[src/rtl/pipe_pkg.sv]
// Shared pipeline constants, control-bit positions and the forwarding-select encoding.
package pipe_pkg;
    localparam int DATA_W = 32;
    localparam int ADDR_W = 5;
    localparam int CTRL_W = 8;

    localparam int CTRL_MEMREAD = 0;
    localparam int CTRL_WRITEEN = 1;

    typedef enum logic [1:0] {
        FWD_RF    = 2'd0,
        FWD_MEMWB = 2'd1,
        FWD_EXMEM = 2'd2,
        FWD_ZERO  = 2'd3
    } fwd_sel_e;
endpackage

[src/rtl/fwd_mux.sv]
// One source operand: r0 guard, then EX/MEM over MEM/WB over register-file data.
module fwd_mux #(
    parameter int DATA_W = pipe_pkg::DATA_W,
    parameter int ADDR_W = pipe_pkg::ADDR_W
) (
    input  logic [ADDR_W-1:0] addr,
    input  logic              exmem_writeEn,
    input  logic [ADDR_W-1:0] exmem_addr,
    input  logic [DATA_W-1:0] exmem_data,
    input  logic              memwb_writeEn,
    input  logic [ADDR_W-1:0] memwb_addr,
    input  logic [DATA_W-1:0] memwb_data,
    input  logic [DATA_W-1:0] data_rf,
    output logic [DATA_W-1:0] operand,
    output pipe_pkg::fwd_sel_e sel
);
    import pipe_pkg::*;

    always_comb begin
        sel = FWD_RF;
        if (addr == '0)
            sel = FWD_ZERO;
        else if (exmem_writeEn && (exmem_addr == addr))
            sel = FWD_EXMEM;
        else if (memwb_writeEn && (memwb_addr == addr))
            sel = FWD_MEMWB;
    end

    always_comb begin
        operand = data_rf;
        case (sel)
            FWD_ZERO:  operand = '0;
            FWD_EXMEM: operand = exmem_data;
            FWD_MEMWB: operand = memwb_data;
            default:   operand = data_rf;
        endcase
    end
endmodule

[src/rtl/id_ex_stage.sv]
// ID/EX pipeline register: operand forwarding, load-use bubble insertion and a
// saturating stall counter for debug.
module id_ex_stage #(
    parameter int DATA_W = pipe_pkg::DATA_W,
    parameter int ADDR_W = pipe_pkg::ADDR_W,
    parameter int CTRL_W = pipe_pkg::CTRL_W,
    parameter int CNT_W  = 16
) (
    input  logic              clock,
    input  logic              reset,
    input  logic              valid_in,
    input  logic [ADDR_W-1:0] read1,
    input  logic [ADDR_W-1:0] read2,
    input  logic              use1,
    input  logic              use2,
    input  logic [ADDR_W-1:0] dest_in,
    input  logic [DATA_W-1:0] imm_in,
    input  logic [CTRL_W-1:0] ctrl_in,
    input  logic [DATA_W-1:0] data1,
    input  logic [DATA_W-1:0] data2,
    input  logic              flush,
    input  logic              exmem_writeEn,
    input  logic [ADDR_W-1:0] exmem_addr,
    input  logic [DATA_W-1:0] exmem_data,
    input  logic              memwb_writeEn,
    input  logic [ADDR_W-1:0] memwb_addr,
    input  logic [DATA_W-1:0] memwb_data,
    output logic              stall,
    output logic              ex_valid,
    output logic [DATA_W-1:0] ex_opA,
    output logic [DATA_W-1:0] ex_opB,
    output logic [DATA_W-1:0] ex_imm,
    output logic [CTRL_W-1:0] ex_ctrl,
    output logic [ADDR_W-1:0] ex_dest,
    output logic [CNT_W-1:0]  stall_count
);
    import pipe_pkg::*;

    logic [DATA_W-1:0] op_a, op_b;
    fwd_sel_e          sel_a, sel_b;
    logic              hazard;

    fwd_mux #(.DATA_W(DATA_W), .ADDR_W(ADDR_W)) u_fwd_a (
        .addr(read1), .exmem_writeEn(exmem_writeEn), .exmem_addr(exmem_addr),
        .exmem_data(exmem_data), .memwb_writeEn(memwb_writeEn), .memwb_addr(memwb_addr),
        .memwb_data(memwb_data), .data_rf(data1), .operand(op_a), .sel(sel_a)
    );

    fwd_mux #(.DATA_W(DATA_W), .ADDR_W(ADDR_W)) u_fwd_b (
        .addr(read2), .exmem_writeEn(exmem_writeEn), .exmem_addr(exmem_addr),
        .exmem_data(exmem_data), .memwb_writeEn(memwb_writeEn), .memwb_addr(memwb_addr),
        .memwb_data(memwb_data), .data_rf(data2), .operand(op_b), .sel(sel_b)
    );

    // A load in EX whose result the ID instruction needs cannot be forwarded yet.
    assign hazard = valid_in && ex_valid && ex_ctrl[CTRL_MEMREAD] && (ex_dest != '0) &&
                    ((use1 && (read1 == ex_dest)) || (use2 && (read2 == ex_dest)));
    assign stall  = reset && hazard && !flush;

    always_ff @(posedge clock or negedge reset) begin
        if (!reset) begin
            ex_valid    <= 1'b0;
            ex_opA      <= '0;
            ex_opB      <= '0;
            ex_imm      <= '0;
            ex_ctrl     <= '0;
            ex_dest     <= '0;
            stall_count <= '0;
        end else begin
            if (stall && (stall_count != '1))
                stall_count <= stall_count + CNT_W'(1);
            // Squash and bubble both leave a fully zeroed, invalid bundle.
            if (flush || stall) begin
                ex_valid <= 1'b0;
                ex_ctrl  <= '0;
                ex_opA   <= '0;
                ex_opB   <= '0;
                ex_imm   <= '0;
                ex_dest  <= '0;
            end else begin
                ex_valid <= valid_in;
                ex_ctrl  <= valid_in ? ctrl_in : '0;
                ex_opA   <= (sel_a == FWD_ZERO) ? '0 : op_a;
                ex_opB   <= (sel_b == FWD_ZERO) ? '0 : op_b;
                ex_imm   <= imm_in;
                ex_dest  <= dest_in;
            end
        end
    end
endmodule

[config.mk]
export PLATFORM = sky130hd
export DESIGN_NAME = id_ex_stage
export DESIGN_NICKNAME = d
export VERILOG_FILES = /design/src/rtl/pipe_pkg.sv /design/src/rtl/fwd_mux.sv /design/src/rtl/id_ex_stage.sv
export SDC_FILE = /design/constraint.sdc
export NUM_CORES = 1
export LEC_CHECK = 0
export BUFFER_PORTS_ARGS = -buffer_cell sky130_fd_sc_hd__buf_2
export CORE_MARGIN = 2
export CORE_UTILIZATION = 30
export CTS_BUF_LIST = sky130_fd_sc_hd__clkbuf_8
export DETAILED_ROUTE_END_ITERATION = 10
export GPL_TIMING_DRIVEN = 0
export PLACE_DENSITY = 0.63
export SETUP_SLACK_MARGIN = 0.05
export SKIP_CTS_REPAIR_TIMING = 1
export SYNTH_ARGS = -nofsm -noshare
export SYNTH_HDL_FRONTEND = slang
export SYNTH_SLANG_ARGS = --single-unit
[constraint.sdc]
create_clock -name clock -period 2.2 [get_ports clock]
set_clock_uncertainty 0.2 [all_clocks]
set_input_delay 0.33 -clock clock [delete_from_list [all_inputs] [get_ports clock]]
set_output_delay 0.33 -clock clock [all_outputs]
set_load 0.1 [all_outputs]
# Yosys cells after proc, flatten, opt, wreduce, memory -nomap -nowiden
# Index checks and enable logic that the tools add are counted.
[classes]
reduce_logical = 19
eq_ne = 13
n_addsub = 1
n_mux = 17
[ops]
columns = ["operator", "n"]
rows = [
  ["two-way mux 32 bit", 5],
  ["one-hot mux 32 bit (2 select lines)", 2],
  ["equality test 5 bit", 6],
  ["adder 16 x 1 -> 16 bit (second input constant)", 1],
  ["two-way mux 8 bit", 2],
  ["!= test 16 bit (second input constant)", 1],
  ["logical AND 1 bit", 13],
  ["zero test 5 bit", 2],
  ["equality test 2 bit (second input constant)", 4],
  ["two-way mux 2 bit", 4],
  ["two-way mux 5 bit", 1],
  ["nonzero test 5 bit", 1],
  ["equality test 2 x 1 -> 1 bit (second input constant)", 2],
  ["two-way mux 1 bit", 3],
  ["logical OR 1 bit", 2],
  ["zero test 1 bit", 1],
]
[totals]
ff_bits = 126
in_bits = 201

# Longest topological paths before layout
# Gate-level depths: netlist (run 1).
[depth]
depth_word = 9
mapped_depth = 11
ltp_nobuf = 10

# Cells and area by module
# From an unflattened synthesis (run 1), not the netlist that was laid out.
[unflattened]
cells_unflattened = 695
hier_area_um2 = 6942.9
[by_module_without_submodules]
columns = ["mod", "area_per_inst_um2", "cells_per_inst", "instances", "seq_area_each_um2"]
rows = [
  ["id_ex_stage", 4408.0, 325, 1, 3153.0],
  ["fwd_mux", 1267.5, 185, 2, 0.0],
]

# Least setup slack after synthesis (run 1)
# Ideal clock, no wire load.
[synth_path]
kind = "reg2out"
from = "register ex_dest[2]"
to = "output port stall"
required_time_ns = 1.670
slack_ns = -1.541
t_arrival_ns = 3.211
path_stages_with_launch = 6
n_path_buf = 0
path_cell_list = "dfrtp_1 xor2_1 nor4_2 nand3_2 a21o_1 nor2b_1"
[synth_between]
elab_chain_cells = 6
word_cells_on_any_way = 10
cone_classes = "eq/ne: 2; reduce/logical: 8"
[synth_lines]
columns = ["element", "line", "rtl"]
rows = [
  ["start, declared", "id_ex_stage.sv:34", "output logic [ADDR_W-1:0] ex_dest,"],
  ["start signal, assigned", "id_ex_stage.sv:86", "ex_dest <= dest_in;"],
  ["equality test 5 bit", "id_ex_stage.sv:57", "((use1 && (read1 == ex_dest)) || (use2 && (read2 == ex_dest)));"],
  ["logical AND 1 bit", "id_ex_stage.sv:57", ""],
  ["logical OR 1 bit", "id_ex_stage.sv:57", ""],
  ["logical AND 1 bit *", "id_ex_stage.sv:56", "assign hazard = valid_in && ex_valid && ex_ctrl[CTRL_MEMREAD] && (ex_dest != '0) &&"],
  ["logical AND 1 bit * (2 in a row)", "id_ex_stage.sv:58", "assign stall = reset && hazard && !flush;"],
  ["end, declared", "id_ex_stage.sv:28", "output logic stall,"],
]
# Mark *: on every way between the ends. The rest lies on a longest branch, timed or not.

# Worst setup path in the final report (run 1)
# Same ends and word-level chain as after synthesis.

==> flow_summary.toml, run 1 <==
[routing]
drtIter0Drc = 303
first_pass_iters = 5
postRouteAntennaNets = 0
routed_wl_mm = 22.5
drc = 0
wl_per_cell_um = 17.3
via_per_inst = 4.81
vias = 6249

[setup_path]
worstSetupEndpointType = "output pin"
cp.arrival_ps = 2180
cp-start-kind = "flop"
cp_max_fo = 4
critical_path_class = "flop to output pin"
cp_data_required_time_ps = 1670

[synthesis]
synth_edf_count = 0
synth_nets = 789
netlist_area_um2 = 5770
synthFlopType = "dfrtp_1"
synth_common_cells = "133 x nor2_1, 126 x dfrtp_1, 65 x a21oi_1"
synth_top_family_by_area = "simple AND/OR/NAND/NOR gates"
synth.top_cell.area_share_pct = 54.7
synth_compound_area_share_pct = 15.2
synth.most_common_cell = "nor2_1"
async_flop_share_pct = 100
synthAdderAreaFrac_pct = 1.08
ys_types = 34
synthCells = 583
synth.mux.area_fraction_pct = 0.586
synth.ff_latch_count = 126
synth_xor_area_share_pct = 6.53
ys_warn_count = 0
avgSynthCellArea_um2 = 9.90
synthSimpleGateAreaFrac_pct = 19.1
synth-seq-area-share_pct = 54.7
synth.area.top_cells = "dfrtp_1 55%, nor2_1 8.7%, a22oi_1 8.3%"
synth_top_area_cell = "dfrtp_1"

[cells_and_area]
drive_gt1_share_pct = 44.2
diodes = 0
syn2layout_area_growth_pct = 70.4
nets = 1259
final_util_pct = 52.4

[place]
dp.final_hpwl_mm = 16.1
preCtsSetupSlack_ps = -886
gp_congestion = 0.822
port_buffers = 327

[cts]
cts.sinks = 126
cts_tree = "built"
clk_path_buf_depth = 2
h-tree-depth = 4
clk_pin_slew_worst_paths_ps = 110
cts_root_buf = "clkbuf_8"
insertion_delay_ps = 440
numCtsBuffers = 17

[floorplan]
fp-row-count = 50
coreArea_um2 = 18800
dieHeight_um = 143
die-area_um2 = 20400
initial_utilization_pct = 30.7
ioPinCount = 328
die_w_um = 143

[global_routing]
grt_pass1_vias = 5670
overflow = 0
grtUsageTotal_pct = 19.8
grt_pass1_wl_mm = 30.6
grt_max_degree = 71
antenna_found_initial = 0

[power_and_ir_drop]
leakagePower_nw = 4.83
p_per_area_nw_per_um2 = 658
ir_drop_mv = 0.344
p_total_w = 0.00646

[sta]
setup_slack_ps = -507
finalCritPeriodShare_pct = 123
relSlewSlack_pct = 61.9
holdWs_ps = -383
setup_viol = 126
worst_slew_pin_slew_ps = 571
fmax_mhz = 369
timing.final.crit_period_ps = 2710
finalHoldViolCount = 56
slew_violations = 0
setup-tns-final_ps = -10520
grt_setup_unrepaired = "true"

[flow_run]
cap_violations = 0

[run_status]
status = "finished with violations"
violations = "hold timing, setup timing"

[worst_hold_path]
hp-class = "input port to async pin"
-- critical path, cell delays in order, from the launching register on --
cell     delay, ps
dfrtp_4        510
xor2_1         160
nor4_2         360
nand3_2        150
a21o_4         250
nor2b_4        120
buf_12         180
-- final timing paths --
| kind | startpoint | slack (ps) | end | cells past startpoint |
|---|---|---|---|---|
| worst max-delay path | ex_dest[2] | -510 | stall | 6 |
| worst min-delay path | reset | -380 | ex_opA[12] | 1 |
| worst max register to register | ex_dest[2] | -270 | stall_count[12] | 7 |
| worst min register to register | stall_count[15] | 290 | stall_count[15] | 1 |
| max in group asynchronous | reset | 1370 | ex_dest[0] | 2 |
| min in group clock | exmem_data[12] | 60 | ex_opA[12] | 5 |
-- routing by layer --
layer  wire length [µm]  track usage (%)
met1               9160             24.8
met2              11400             32.9
met3               1570             6.00
met4                360             5.73
met5                  0                0
-- power by group --
group / total, W / internal [W] / switching (W)
Combinational: 0.00192 / 0.000538 / 0.00139
Sequential: 0.00247 / 0.00243 / 0.0000342
Clock: 0.00207 / 0.000872 / 0.00120
-- flip-flops by register name (all words and copies together), names as in the netlist --
| signal | cells |
|---|---|
| ex_opA | 32 |
| stall_count | 16 |
| ex_ctrl | 8 |
| ex_imm | 32 |
| ex_valid | 1 |
| ex_dest | 5 |
| ex_opB | 32 |
-- cell usage in the layout (no fill, tap or decap), types with 3 or more instances in the layout --
master	instances
ha_4	3
xor2_1	29
nand2_1	6
and2_1	39
buf_6	11
buf_8	4
inv_6	6
a21oi_1	65
clkbuf_8	17
xnor2_1	14
and3_1	11
inv_8	7
nor4_2	5
dlygate4sd3_1	111
nor3_4	3
buf_2	331
inv_1	3
a22oi_1	59
clkbuf_4	3
dfrtp_4	8
nand3_2	3
a22oi_2	5
buf_4	10
nand3_1	7
nor4_4	3
dfrtp_1	104
clkbuf_2	13
nand4_1	6
nor2_1	131
dfrtp_2	14
-- stage by stage --
stage	area, µm²	instances
after floorplan	5860	583
after global placement	7790	1144
after detailed placement	7820	1145
after CTS	8220	1177
after global routing	9830	1300
final	9830	1300
-- final cells by class --
cell class                      instances  area (µm²)
Timing Repair Buffer                  455        2980
Clock inverter                         15         164
Sequential cell                       126        3200
Clock buffer                           17         234
Tap cell                              234         293
Multi-Input combinational cell        415        2690
Buffer                                 34         256
Fill cell                            1730        8940
Inverter                                4        15.0
-- cell families (layout without fill, tap and decap cells) --
logic type,Yosys count,in the layout
flops,126,126
buf+inv,42,525
compound gates,137,137
simple gates,227,227
fa+ha+maj,5,5
mux,3,3
xor+xnor,43,43
Note: power is estimated with default switching activity, not from simulation.
==> inputs of run 2 (changes only) <==
--- a/config.mk
+++ b/config.mk
@@ -11,8 +11,8 @@
 export CTS_BUF_LIST = sky130_fd_sc_hd__clkbuf_8
 export DETAILED_ROUTE_END_ITERATION = 10
 export GPL_TIMING_DRIVEN = 0
-export PLACE_DENSITY = 0.63
-export SETUP_SLACK_MARGIN = 0.05
+export PLACE_DENSITY = 0.61
+export SETUP_SLACK_MARGIN = 0.5
 export SKIP_CTS_REPAIR_TIMING = 1
 export SYNTH_ARGS = -nofsm -noshare
 export SYNTH_HDL_FRONTEND = slang
==> constraint.sdc (replaced) <==
create_clock -name clock -period 2.6 [get_ports clock]
set_clock_uncertainty 0.2 [all_clocks]
set_input_delay 0.39 -clock clock [delete_from_list [all_inputs] [get_ports clock]]
set_output_delay 0.39 -clock clock [all_outputs]
set_load 0.1 [all_outputs]
==> flow_summary.toml, run 2 (synthesis gave the netlist of run 1 again) <==
[cells_and_area]
instances_no_fill = 1267
final_cell_mix = "327 x buf_2, 131 x nor2_1, 104 x dfrtp_1"
nets = 1225
drive_gt1_share_pct = 44.3
mostFrequentLayoutCell = "buf_2"
stdcell_area_um2 = 9400
nFillCells = 1746
syn2layout_area_growth_pct = 62.9
reg.largest.list = "ex_imm x32, ex_opA x32, ex_opB x32"

[floorplan]
initial_utilization_pct = 30.7
fp-row-count = 50
dieHeight_um = 143
coreArea_um2 = 18800
ioPinCount = 328
die_w_um = 143
die-area_um2 = 20400

[setup_path]
cp.arrival_ps = 2120
startpoint = "ex_dest[2]"
path_depth = 6
r2r-start = "ex_dest[1]"
max_stage_delay_ps = 510
cp_max_fo = 4
cp-start-kind = "flop"
critical_path.slowest_cell = "dfrtp_4"
rr_worst_depth = 10
cp_data_required_time_ps = 2010
crit_path_cell_trace = "xor2_1, nor4_2, nand3_2, a21o_4, nor2b_4, buf_12"
crit_buf_inv = 1
worstSetupEndpointType = "output pin"
critical_path_class = "flop to output pin"
path_delay_family = "simple AND/OR/NAND/NOR gates"

[global_routing]
grt_max_degree = 76
overflow = 0
grtUsageTotal_pct = 19.5
grt_pass1_vias = 5647
antenna_found_initial = 3
grt_pass1_wl_mm = 30.1

[routing]
via_per_inst = 4.79
wl_per_cell_um = 17.4
drtIter0Drc = 248
vias = 6072
first_pass_iters = 5
routed_wl_mm = 22.0
drc = 0
postRouteAntennaNets = 0

[sta]
worst_slew_pin_slew_ps = 576
setup_viol = 1
fmax_mhz = 369
slew_violations = 0
finalHoldViolCount = 7
grt_setup_unrepaired = "true"
relSlewSlack_pct = 61.4
setup_slack_ps = -108
timing.final.crit_period_ps = 2710
finalCritPeriodShare_pct = 104
holdWs_ps = -10.6
setup-tns-final_ps = -108

[power_and_ir_drop]
p_sw_share_pct = 38.3
seqPwrFrac_pct = 38.6
p_per_area_nw_per_um2 = 576
ir_drop_mv = 0.370
intPower_w = 0.00334
clock_power_share_pct = 32.5
comb_power_share_pct = 28.9
leakagePower_nw = 4.66
power_switching_w = 0.00207
p_total_w = 0.00541

[place]
dp_cells = 1145
port_buffers = 327
gp_congestion = 0.873
dp.final_hpwl_mm = 16.0
placed_area_um2 = 7870

[run_status]
status = "finished with violations"
violations = "hold timing, setup timing"

[worst_hold_path]
holdCritStartpoint = "data2[26]"
hold_depth = 3
hp-class = "input port to flop"

[flow_run]
cap_violations = 0

[cts]
clk_pin_slew_worst_paths_ps = 90
clk_path_buf_depth = 2
numCtsBuffers = 17
cts_root_buf = "clkbuf_8"
cts.sinks = 126
insertion_delay_ps = 440
h-tree-depth = 4
cts_tree = "built"
-- run 2: power by group through the flow --
stage               clock, W  combinational, W  sequential [W]
global route         0.00189           0.00165         0.00210
finish               0.00176           0.00156         0.00209
CTS                  0.00181           0.00144         0.00209
floorplan                  0          0.000252         0.00288
global placement           0           0.00142         0.00213
detailed placement         0           0.00143         0.00213
-- run 2: path summary, 6_finish.rpt --
path	slack, ps	to
worst min register to register	280	stall_count[7]
min in group asynchronous	480	ex_opB[12]
worst max register to register	120	ex_opB[4]
max in group asynchronous	1430	ex_dest[4]
worst min-delay path	-10	ex_opB[26]
worst max-delay path	-110	stall
-- run 2: layout make-up --
type                    count  area, µm²  area share [%]
diodes                      1       2.50          0.0266
repair buffers            417       2620            27.9
multi-input cells         415       2600            27.7
clock buffers              17        234            2.49
plain buffers              38        269            2.86
flip-flops and latches    126       3200            34.1
well taps                 234        293            3.12
inverters                   4       15.0           0.160
clock inverters            15        161            1.72
-- run 2: through the flow --
step	utilization, %	setup slack [ps]
after floorplan	-	-15.2
after global placement	41.7	-2130
after detailed placement	41.9	-653
after CTS	44.0	-457
after global routing	50.1	-215
final	50.1	-108
-- run 2: routing by layer --
| layer | share of wire, % | wire length, µm | GRT usage [%] | vias to the layer above |
|---|---|---|---|---|
| met5 | 0.050 | 11 | 0 | - |
| met4 | 2.6 | 580 | 8.34 | 2 |
| met3 | 8.3 | 1840 | 7.08 | 39 |
| met2 | 50 | 10900 | 33.1 | 297 |
| met1 | 39 | 8700 | 22.3 | 2855 |
| li1 | - | - | - | 2879 |
-- run 2: worst reg2reg max path, cell delays in order, from the launching register on --
cell,delay (ps)
dfrtp_4,510
xor2_1,180
nor4_2,310
nand3_2,130
buf_4,150
buf_4,120
a21boi_2,240
or3_1,150
buf_4,170
buf_6,160
nor2_1,60
